`src/rtl/nonce_report_queue.sv`:
```
// Purpose: queues golden nonces and launches them one word at a time to the 4-byte serial transmitter.
// Latency: a nonce strobed into an empty queue with an idle transmitter raises tx_send 2 cycles later.
// Backpressure: launches only while tx_busy is low; a full queue drops new nonces and counts the drops.
module nonce_report_queue #(
  parameter int DEPTH = 8,
  parameter int AW    = 3
) (
  input  logic          clk,
  input  logic          reset,
  input  logic [31:0]   golden_nonce,
  input  logic          nonce_valid,
  input  logic          new_work,
  input  logic          tx_busy,
  output logic          tx_send,
  output logic [31:0]   tx_word,
  output logic [AW:0]   count,
  output logic          overflow,
  output logic [7:0]    drop_count
);

  localparam logic [1:0] ST_IDLE = 2'd0;
  localparam logic [1:0] ST_SEND = 2'd1;
  localparam logic [1:0] ST_HOLD = 2'd2;

  localparam logic [AW:0] FULL_CNT = (AW + 1)'(DEPTH);

  logic [31:0]   mem [DEPTH];
  logic [AW-1:0] wr_ptr;
  logic [AW-1:0] rd_ptr;
  logic [31:0]   last_nonce;
  logic          last_valid;
  logic [1:0]    state;

  logic full;
  logic launch;
  logic dup;
  logic push_try;
  logic push;
  logic drop_full;

  // Decide this cycle's launch, accept and drop; a launch frees a slot for a same-cycle push.
  always_comb begin
    full      = (count == FULL_CNT);
    launch    = (state == ST_IDLE) && (count != '0) && !tx_busy && !new_work;
    dup       = last_valid && (golden_nonce == last_nonce);
    push_try  = nonce_valid && !new_work && !dup;
    push      = push_try && (!full || launch);
    drop_full = push_try && full && !launch;
  end

  // Nonce storage; no reset needed since count gates every read.
  always_ff @(posedge clk) begin
    if (push) begin
      mem[wr_ptr] <= golden_nonce;
    end
  end

  // Pointers, occupancy, duplicate filter and drop accounting; new_work flushes but keeps drop_count.
  always_ff @(posedge clk or negedge reset) begin
    if (!reset) begin
      wr_ptr     <= '0;
      rd_ptr     <= '0;
      count      <= '0;
      overflow   <= 1'b0;
      drop_count <= 8'd0;
      last_nonce <= 32'd0;
      last_valid <= 1'b0;
    end else if (new_work) begin
      rd_ptr     <= wr_ptr;
      count      <= '0;
      overflow   <= 1'b0;
      last_valid <= 1'b0;
    end else begin
      if (push) begin
        wr_ptr <= wr_ptr + 1'b1;
      end
      if (launch) begin
        rd_ptr <= rd_ptr + 1'b1;
      end
      count <= count + {{AW{1'b0}}, push} - {{AW{1'b0}}, launch};
      // A full-queue drop still records the nonce so its repeats are not counted again.
      if (push || drop_full) begin
        last_nonce <= golden_nonce;
        last_valid <= 1'b1;
      end
      if (drop_full) begin
        overflow <= 1'b1;
        if (drop_count != 8'hFF) begin
          drop_count <= drop_count + 8'd1;
        end
      end
    end
  end

  // Launch FSM: one-cycle send pulse, then hold until the transmitter reports idle.
  always_ff @(posedge clk or negedge reset) begin
    if (!reset) begin
      state   <= ST_IDLE;
      tx_send <= 1'b0;
      tx_word <= 32'd0;
    end else begin
      case (state)
        ST_IDLE: begin
          if (launch) begin
            tx_send <= 1'b1;
            tx_word <= mem[rd_ptr];
            state   <= ST_SEND;
          end else begin
            tx_send <= 1'b0;
          end
        end
        ST_SEND: begin
          tx_send <= 1'b0;
          state   <= ST_HOLD;
        end
        ST_HOLD: begin
          tx_send <= 1'b0;
          if (!tx_busy) begin
            state <= ST_IDLE;
          end
        end
        default: begin
          tx_send <= 1'b0;
          state   <= ST_IDLE;
        end
      endcase
    end
  end

endmodule

```
`config.mk`:
```
export PLATFORM = sky130hd
export DESIGN_NAME = nonce_report_queue
export DESIGN_NICKNAME = d
export VERILOG_FILES = /design/src/rtl/nonce_report_queue.sv
export SDC_FILE = /design/constraint.sdc
export NUM_CORES = 1
export LEC_CHECK = 0
export CAP_MARGIN = 0
export CELL_PAD_IN_SITES_DETAIL_PLACEMENT = 0
export CELL_PAD_IN_SITES_GLOBAL_PLACEMENT = 1
export CORE_UTILIZATION = 33
export DETAILED_ROUTE_END_ITERATION = 10
export HOLD_SLACK_MARGIN = 0.08
export PLACE_DENSITY = 0.53
export SLEW_MARGIN = 20
export SYNTH_ARGS = -nofsm -noshare
export SYNTH_HDL_FRONTEND = slang
export SYNTH_SLANG_ARGS = --single-unit
```
`constraint.sdc`:
```
create_clock -name clk -period 8.7 [get_ports clk]
set_input_delay 2.175 -clock clk [delete_from_list [all_inputs] [get_ports clk]]
set_output_delay 2.175 -clock clk [all_outputs]
set_load 0.005 [all_outputs]
```
After elaboration in Yosys (flattened, before gate mapping) --
Memory sizes are Yosys's and may differ from the RTL's. A register that Yosys moved wholly into a read port is not among the register bits. Index checks and enable logic that the tools add are counted.
Storage, ports and cells: bits in registers 55, bits in latches 0, bits in writable memories 256, bits in read-only memories 0, bits of input ports 37, output and inout bits 46, word-level logic and storage cells 64, memories 1
Memories:
- mem | words 8, bits a word 32, read ports 1, clocked after memory_dff 1, write ports 1, RTL line 27 | logic [31:0] mem [DEPTH];
Cells by class: add/sub/neg operators 5, multipliers 0, div/mod/pow operators 0, $lt $le $gt $ge 0, equality and inequality tests 7, shift-type cells 0, multiplexer cells 14, bitwise operators 1, reduce and logical (&&, ||, !) cells 27
Operators by type and width (number):
- 32-bit equality test | 1
- 1-bit logical AND | 9
- 8-bit by 1-bit adder with 8-bit output (second input constant) | 1
- 1-bit 2-to-1 mux | 8
- 8-bit inequality test (second input constant) | 1
- 2-bit AND reduction | 4
- 3-bit by 1-bit adder with 3-bit output (second input constant) | 2
- 1-bit logical NOT | 6
- 3-bit 2-to-1 mux | 2
- 2-bit case mux with 3 select lines | 1
- 2-bit nonzero test | 3
- 4-bit by 1-bit adder with 4-bit output | 1
- 4-bit equality test (second input constant) | 1
- 2-bit 2-to-1 mux | 2
- 4-bit 2-to-1 mux | 1
- 2-bit inequality test (second input constant) | 2
- 4-bit nonzero test | 1
- 4-bit by 1-bit subtractor with 4-bit output | 1
- 3-bit AND reduction | 1
- 2-bit by 1-bit equality test with 1-bit output (second input constant) | 1
- 2-bit equality test (second input constant) | 1
- 2-bit logical NOT | 1
- 1-bit logical OR | 2
- 1-bit inverter | 1

Longest topological paths before layout --
Gate-level depths: netlist (run 1).
word-level depth 9, gate-level depth with buffers 14, gate-level depth less buffers 12

Worst setup path before layout (run 1) --
OpenSTA, ideal clock, no wires.
path type input port to flip-flop, from in tx_busy, to mem mem[0][0], enable pin, setup time 0.501 ns, arrival time 6.011 ns, data required time 8.199 ns, path slack 2.188 ns, stages on the path 6, buffers on the path 1, path through a2111oi_4 > nand2b_1 > clkbuf_1 > nand3_2 > nand2_2 > nor4_1
Between the ends: cells in the longest elaborated chain, start to end 7
Ends and longest elaborated chain:
- start, declared | RTL line 13 | input logic tx_busy,
- 1-bit logical NOT
- 1-bit logical AND (2 in series) | RTL line 44 | launch = (state == ST_IDLE) && (count != '0) && !tx_busy && !new_work;
- 1-bit logical OR | RTL line 47 | push = push_try && (!full || launch);
- 1-bit logical AND | RTL line 47
- 1-bit 2-to-1 mux | RTL line 53 | if (push) begin
- 1-bit 2-to-1 mux (implied by the code) | RTL line 54 | mem[wr_ptr] <= golden_nonce;
- end, declared | RTL line 27
Every way passes these cells.

Final worst setup path (run 1) --
from in golden_nonce[23], to mem mem[3][1], enable pin
Between the ends: cells in the longest elaborated chain, start to end 7
Ends and longest elaborated chain:
- start, declared | RTL line 10 | input logic [31:0] golden_nonce,
- 32-bit equality test | RTL line 45 | dup = last_valid && (golden_nonce == last_nonce);
- 1-bit logical AND | RTL line 45
- 1-bit logical NOT | RTL line 46 | push_try = nonce_valid && !new_work && !dup;
- 1-bit logical AND | RTL line 46
- 1-bit logical AND | RTL line 47
- 1-bit 2-to-1 mux | RTL line 53
- 1-bit 2-to-1 mux (implied by the code) | RTL line 54
Every way passes these cells.

==> qor.txt, run 1 <==
outcome -> completed
Hold Path Class -> flip-flop to flip-flop
post-CTS setup buffer count -> 0
first-pass GRT wire length -> 45.8 mm
logic gate share of total power -> 24.4%
number of CTS-inserted buffers -> 38
Avg Cell Area, Syn -> 18.9 µm²
fillers -> 3617
PortBufs -> 82
# diodes -> 0
final worst slack -> 3.24 ns
pwr dens -> 300 mW/mm²
f_max -> 0.183 GHz
Worst Setup Start Kind -> input port
WL per Instance -> 21.5 µm
Synth top area share -> 57.1%
Die Width -> 204 µm
DIE AREA -> 0.0416 mm²
layout cells sized above 1 -> 18.9%
vias -> 6720
Via density -> 4.87
Final Power -> 4.86 mW
H-Tree Depth -> 2
GR Util All Layers -> 14.8%
Clock Pin Slew Worst Setup and Hold Paths -> 0.05 ns
Post-DRT Antenna Nets -> 0
sequential power share -> 43.7%
post-synthesis instance total -> 714
Main synth FF type -> edfxtp_1
number of global-route vias before repair -> 7403
# resized after CTS -> 0
post-DP HPWL -> 17.6 mm
Die Y -> 204 µm
Initial DRC Count -> 338
initial antenna violation count -> 1
Synth Register Bits -> 343
actual slew at the worst max-slew pin -> 1.05 ns
Root Driver -> clkbuf_16
Clk pwr share -> 31.9%
Max rail drop VDD -> 111 µV
CP Data Required Time -> 8.88 ns
Max Root-Sink Buffers -> 3
Core Rows -> 73
Netlist cell types -> 36
Placed Cells -> 1309
Post-synth EDFFs -> 256
GRT overflow -> 0
Max-slew headroom -> 29.7%
Post-Place Worst Slack -> 2.62 ns
Core ar. -> 0.0400 mm²
post-synthesis cell area -> 0.0135 mm²
Slew Viols, Final -> 0
drc violations -> 0
crit path max fanout -> 19
clk_lat worst skew -> 0.52 ns
Core Util, Final -> 40.5%
final non-filler cell total -> 1379
synth warn -> 0
Crit. End Element -> flip-flop
Worst EP arrival -> 5.64 ns
CTS tree -> done
Static Leakage -> 5.53 nW
MaxCap Viol Count -> 0
io pins -> 83
# setup viols final -> 0
setup TNS -> 0 ns
Final min period -> 5.46 ns
Initial Util -> 33.7%
Synth area leader -> edfxtp_1
Synth area leaders -> edfxtp_1, dfrtp_1, mux4_2
unrepaired setup endpoints after global routing -> false
register area share after synthesis -> 73.3%
fin nets -> 870
largest net degree at the start of global routing -> 70
period utilisation layout -> 62.8%
final hold vios -> 0
post-route cell area -> 0.0162 mm²
Syn-to-layout area delta -> 20.5%
TritonRoute pass-1 iters -> 4
critical path class -> input port to flip-flop
WHS -> 0.477 ns
global placement routability congestion -> 0.742
Internal -> 3.51 mW
Synth async-reset ratio -> 25.4%
Post-Route WL -> 29.7 mm
Psw -> 1.35 mW
hold-fix buffers at CTS -> 0
syn_nets -> 760
placed cell area -> 0.0150 mm²
switch share -> 27.7%
clock sinks -> 343
skew final -> 0.0168 ns
layout by cell type, fill, tap and decap left out, types with 20 or more instances in the layout:
cell / instances
mux2_1: 32
edfxtp_1: 256
clkdlybuf4s50_1: 81
mux4_2: 64
buf_4: 20
nand2_1: 44
dfrtp_1: 84
mux2i_1: 34
o21ai_0: 35
xnor2_1: 42
clkbuf_16: 41
cell families after synthesis:
| family | share of synthesized area [%] |
|---|---|
| adders and majority gates | 0.892 |
| muxes | 16.1 |
| and+or+nand+nor | 3.76 |
| xor gates and xnor gates | 2.93 |
| DFF | 73.3 |
| buffers and inverters | 1.20 |
| AOI/OAI and AO/OA | 1.89 |
power by group through the flow:
| stage | sequential, mW | clock [mW] | combinational [mW] |
|---|---|---|---|
| after floorplan | 2.11 | 0 | 0.788 |
| final | 2.12 | 1.55 | 1.18 |
| after global placement | 2.15 | 0 | 1.21 |
| after detailed placement | 2.17 | 0 | 1.22 |
| after CTS | 2.13 | 1.60 | 1.22 |
| after global routing | 2.16 | 1.66 | 1.31 |
final timing paths:
check,from,to,slack (ns),cells after the start
worst min register to register,tx_word[19],tx_word[19],0.48,2
max in group asynchronous,reset,rd_ptr[0],5.77,2
worst max register to register,count[2],mem[3][1],4.79,9
worst max-delay path,golden_nonce[23],mem[3][1],3.24,8
worst min-delay path,tx_word[19],tx_word[19],0.48,2
min in group asynchronous,reset,tx_word[13],1.57,1
synthesized netlist by cell type, types with 7 or more instances:
library cell  instances
nand3_1               8
xnor2_1              42
mux2_1               32
mux4_2               64
edfxtp_1            256
dfrtp_1              87
ha_1                  8
nand2_1              44
clkbuf_1             15
nor2_1               12
nand4_1              16
o21ai_0              35
inv_1                 7
mux2i_1              34
buf_2                12
final cells by class:
type / instances / area, µm² / share of cell area [%]
clock buffer: 51 / 1090 / 6.74
clock inverter: 19 / 120 / 0.741
inverter: 7 / 26.3 / 0.162
multi-input combinational: 333 / 3490 / 21.5
sequential: 343 / 9870 / 60.9
tap: 525 / 657 / 4.05
timing repair buffer: 101 / 961 / 5.92
state kept, by name, summed over array words and instances, names as in the netlist:
name / count
mem: 256
last_nonce: 32
tx_word: 32
drop_count: 8
count: 4
rd_ptr: 3
wr_ptr: 3
state: 2
last_valid: 1
overflow: 1
tx_send: 1
routing by layer:
metal	routed length, µm	vias up	global-route usage (%)
li1	-	3017	-
met1	13800	3522	20.3
met2	14300	130	24.5
met3	965	49	2.54
met4	556	2	3.76
met5	11	-	0
worst max-delay path, cell delays in order:
cell	delay, ns
clkdlybuf4s50_1	0.74
xnor2_1	0.20
nand4_1	0.15
nor4_1	0.10
a31oi_4	0.50
nand3_1	0.33
nor2_2	0.90
buf_4	0.51
No activity file was read; power rests on OpenSTA's default activity.
==> run 2: changes to the inputs <==
PLACE_DENSITY = 0.55   (was 0.53)
clock period = 4.9 ns   (was 8.7 ns; I/O delays follow)
==> qor.txt, run 2 (synthesis results as in run 1) <==
outcome -> completed (unchanged)
R2R Path Start -> count[2] (unchanged)
unrepaired setup endpoints after global routing -> false (unchanged)
Final min period -> 3.98 ns
Largest register FFs -> 256 (unchanged)
GRT overflow -> 0 (unchanged)
Worst EP arrival -> 4.20 ns (was 5.64 ns)
Core ar. -> 0.0400 mm² (unchanged)
period utilisation layout -> 81.2%
PortBufs -> 82 (unchanged)
crit path max fanout -> 21 (was 19)
initial antenna violation count -> 1 (unchanged)
fin nets -> 879 (was 870)
min-delay src -> tx_word[27] (was tx_word[19])
Core Rows -> 73 (unchanged)
Post-Route WL -> 30.6 mm (was 29.7 mm)
r2r setup slk -> 1.75 ns (was 4.79 ns)
Hold Path Class -> flip-flop to flip-flop (unchanged)
commonest non-fill, non-tap cells in the layout -> edfxtp_1, dfrtp_1, clkdlybuf4s50_1, mux4_2, nand2_1 (unchanged)
clk_lat worst skew -> 0.54 ns (was 0.52 ns)
largest net degree at the start of global routing -> 69 (was 70)
CP Data Required Time -> 5.12 ns (was 8.88 ns)
hold-fix buffers at CTS -> 0 (unchanged)
Post-DRT Antenna Nets -> 0 (unchanged)
TritonRoute pass-1 iters -> 4 (unchanged)
Initial Util -> 33.7% (unchanged)
WL per Instance -> 22.1 µm (was 21.5 µm)
Max-slew headroom -> 26.7% (was 29.7%)
actual slew at the worst max-slew pin -> 1.10 ns (was 1.05 ns)
Critical Path Source -> golden_nonce[30] (was golden_nonce[23])
# diodes -> 0 (unchanged)
global placement routability congestion -> 0.725 (was 0.742)
first-pass GRT wire length -> 46.8 mm (was 45.8 mm)
io pins -> 83 (unchanged)
Syn-to-layout area delta -> 22.0% (was 20.5%)
Reg with most FFs -> mem (unchanged)
Clock Pin Slew Worst Setup and Hold Paths -> 0.06 ns (was 0.05 ns)
post-CTS setup buffer count -> 0 (unchanged)
setup TNS -> 0 ns (unchanged)
clock sinks -> 343 (unchanged)
post-DP HPWL -> 17.9 mm (was 17.6 mm)
Max Root-Sink Buffers -> 3 (unchanged)
Largest regs -> mem x256, last_nonce x32, tx_word x32 (unchanged)
skew final -> 0.0228 ns (was 0.0168 ns)
pwr dens -> 540 mW/mm² (was 300 mW/mm²)
Die Y -> 204 µm (unchanged)
GR Util All Layers -> 15.4% (was 14.8%)
number of global-route vias before repair -> 7405 (was 7403)
H-Tree Depth -> 2 (unchanged)
# resized after CTS -> 0 (unchanged)
Static Leakage -> 5.62 nW (was 5.53 nW)
final hold vios -> 0 (unchanged)
most common cell after layout, fill and taps aside -> edfxtp_1 (unchanged)
Crit. End Element -> flip-flop (unchanged)
f_max -> 0.251 GHz
DIE AREA -> 0.0416 mm² (unchanged)
Worst Setup Start Kind -> input port (unchanged)
# setup viols final -> 0 (unchanged)
Die Width -> 204 µm (unchanged)
Root Driver -> clkbuf_16 (unchanged)
Max rail drop VDD -> 250 µV (was 111 µV)
Via density -> 4.90 (was 4.87)
Final Power -> 8.87 mW (was 4.86 mW)
drc violations -> 0 (unchanged)
fillers -> 3590 (was 3617)
MaxCap Viol Count -> 0 (unchanged)
CTS tree -> done (unchanged)
Initial DRC Count -> 439 (was 338)
vias -> 6798 (was 6720)
number of CTS-inserted buffers -> 39 (was 38)
critical path class -> input port to flip-flop (unchanged)
layout cells sized above 1 -> 19.9% (was 18.9%)
Slew Viols, Final -> 0 (unchanged)
==> run 2: cell types whose count changed in the layout (fill, tap and decap cells not counted) <==
cell | before | now
clkinv_1 | 6 | 4
bufinv_16 | 1 | 4
clkinv_2 | 9 | 7
nor4_4 | 0 | 1
nor2_4 | 0 | 1
nor4_2 | 1 | 0
buf_12 | 0 | 3
clkbuf_8 | 3 | 4
buf_4 | 20 | 25
nor2_2 | 4 | 3
inv_6 | 0 | 1
==> run 2: worst max-delay path: stages <==
cell and delay [ns]:
clkdlybuf4s50_1 0.78, xnor2_1 0.22, nand4_1 0.13, nor4_1 0.09, a31oi_4 0.23, nand3_1 0.27
nor2_2 0.92, buf_12 0.30
==> run 2: area by class of cell <==
| class | count | area (µm²) | share of cell area [%] |
|---|---|---|---|
| inverter | 7 | 26.3 | 0.160 |
| clock buffer | 52 | 1110 | 6.74 |
| multi-input combinational | 333 | 3500 | 21.3 |
| timing repair buffer | 109 | 1060 | 6.44 |
| sequential | 343 | 9870 | 60.1 |
| clock inverter | 19 | 201 | 1.23 |
| tap | 525 | 657 | 4.00 |
==> run 2: routing by layer <==
metal  vias to the layer above  GRT usage (%)  routed length (µm)
met5                         -              0                  17
met4                         2           4.05                 616
met3                        49           3.68                1510
met2                       141           25.0               14600
met1                      3564           20.7               13900
li1                       3042              -                   -
==> run 2: where the power goes <==
part	switching (mW)	internal (mW)	total, mW
sequential	0.350	3.51	3.86
clock	1.15	1.80	2.95
combinational	0.945	1.11	2.05
total	2.45	6.42	8.87
==> run 2: worst paths after layout <==
path | cells past startpoint | to
setup / recovery | 8 | mem[6][16]
hold / removal | 2 | tx_word[27]
setup reg to reg | 9 | mem[6][16]
hold reg to reg | 2 | tx_word[27]
max in group asynchronous | 2 | rd_ptr[0]
min in group asynchronous | 1 | tx_word[24]
==> run 2: stage by stage <==
stage | setup slack (ns) | hold WS, ns | util, % | cell area, µm² | cells
detailed placement | 0.342 | 0.473 | 37.8 | 15100 | 1317
floorplan | 0.0239 | 0.473 | - | 13500 | 714
global placement | 0.429 | 0.464 | 37.8 | 15100 | 1317
finish | 0.919 | 0.478 | 41.1 | 16400 | 1388
CTS | 0.878 | 0.487 | 41.0 | 16400 | 1388
global route | 0.670 | 0.495 | 41.1 | 16400 | 1388
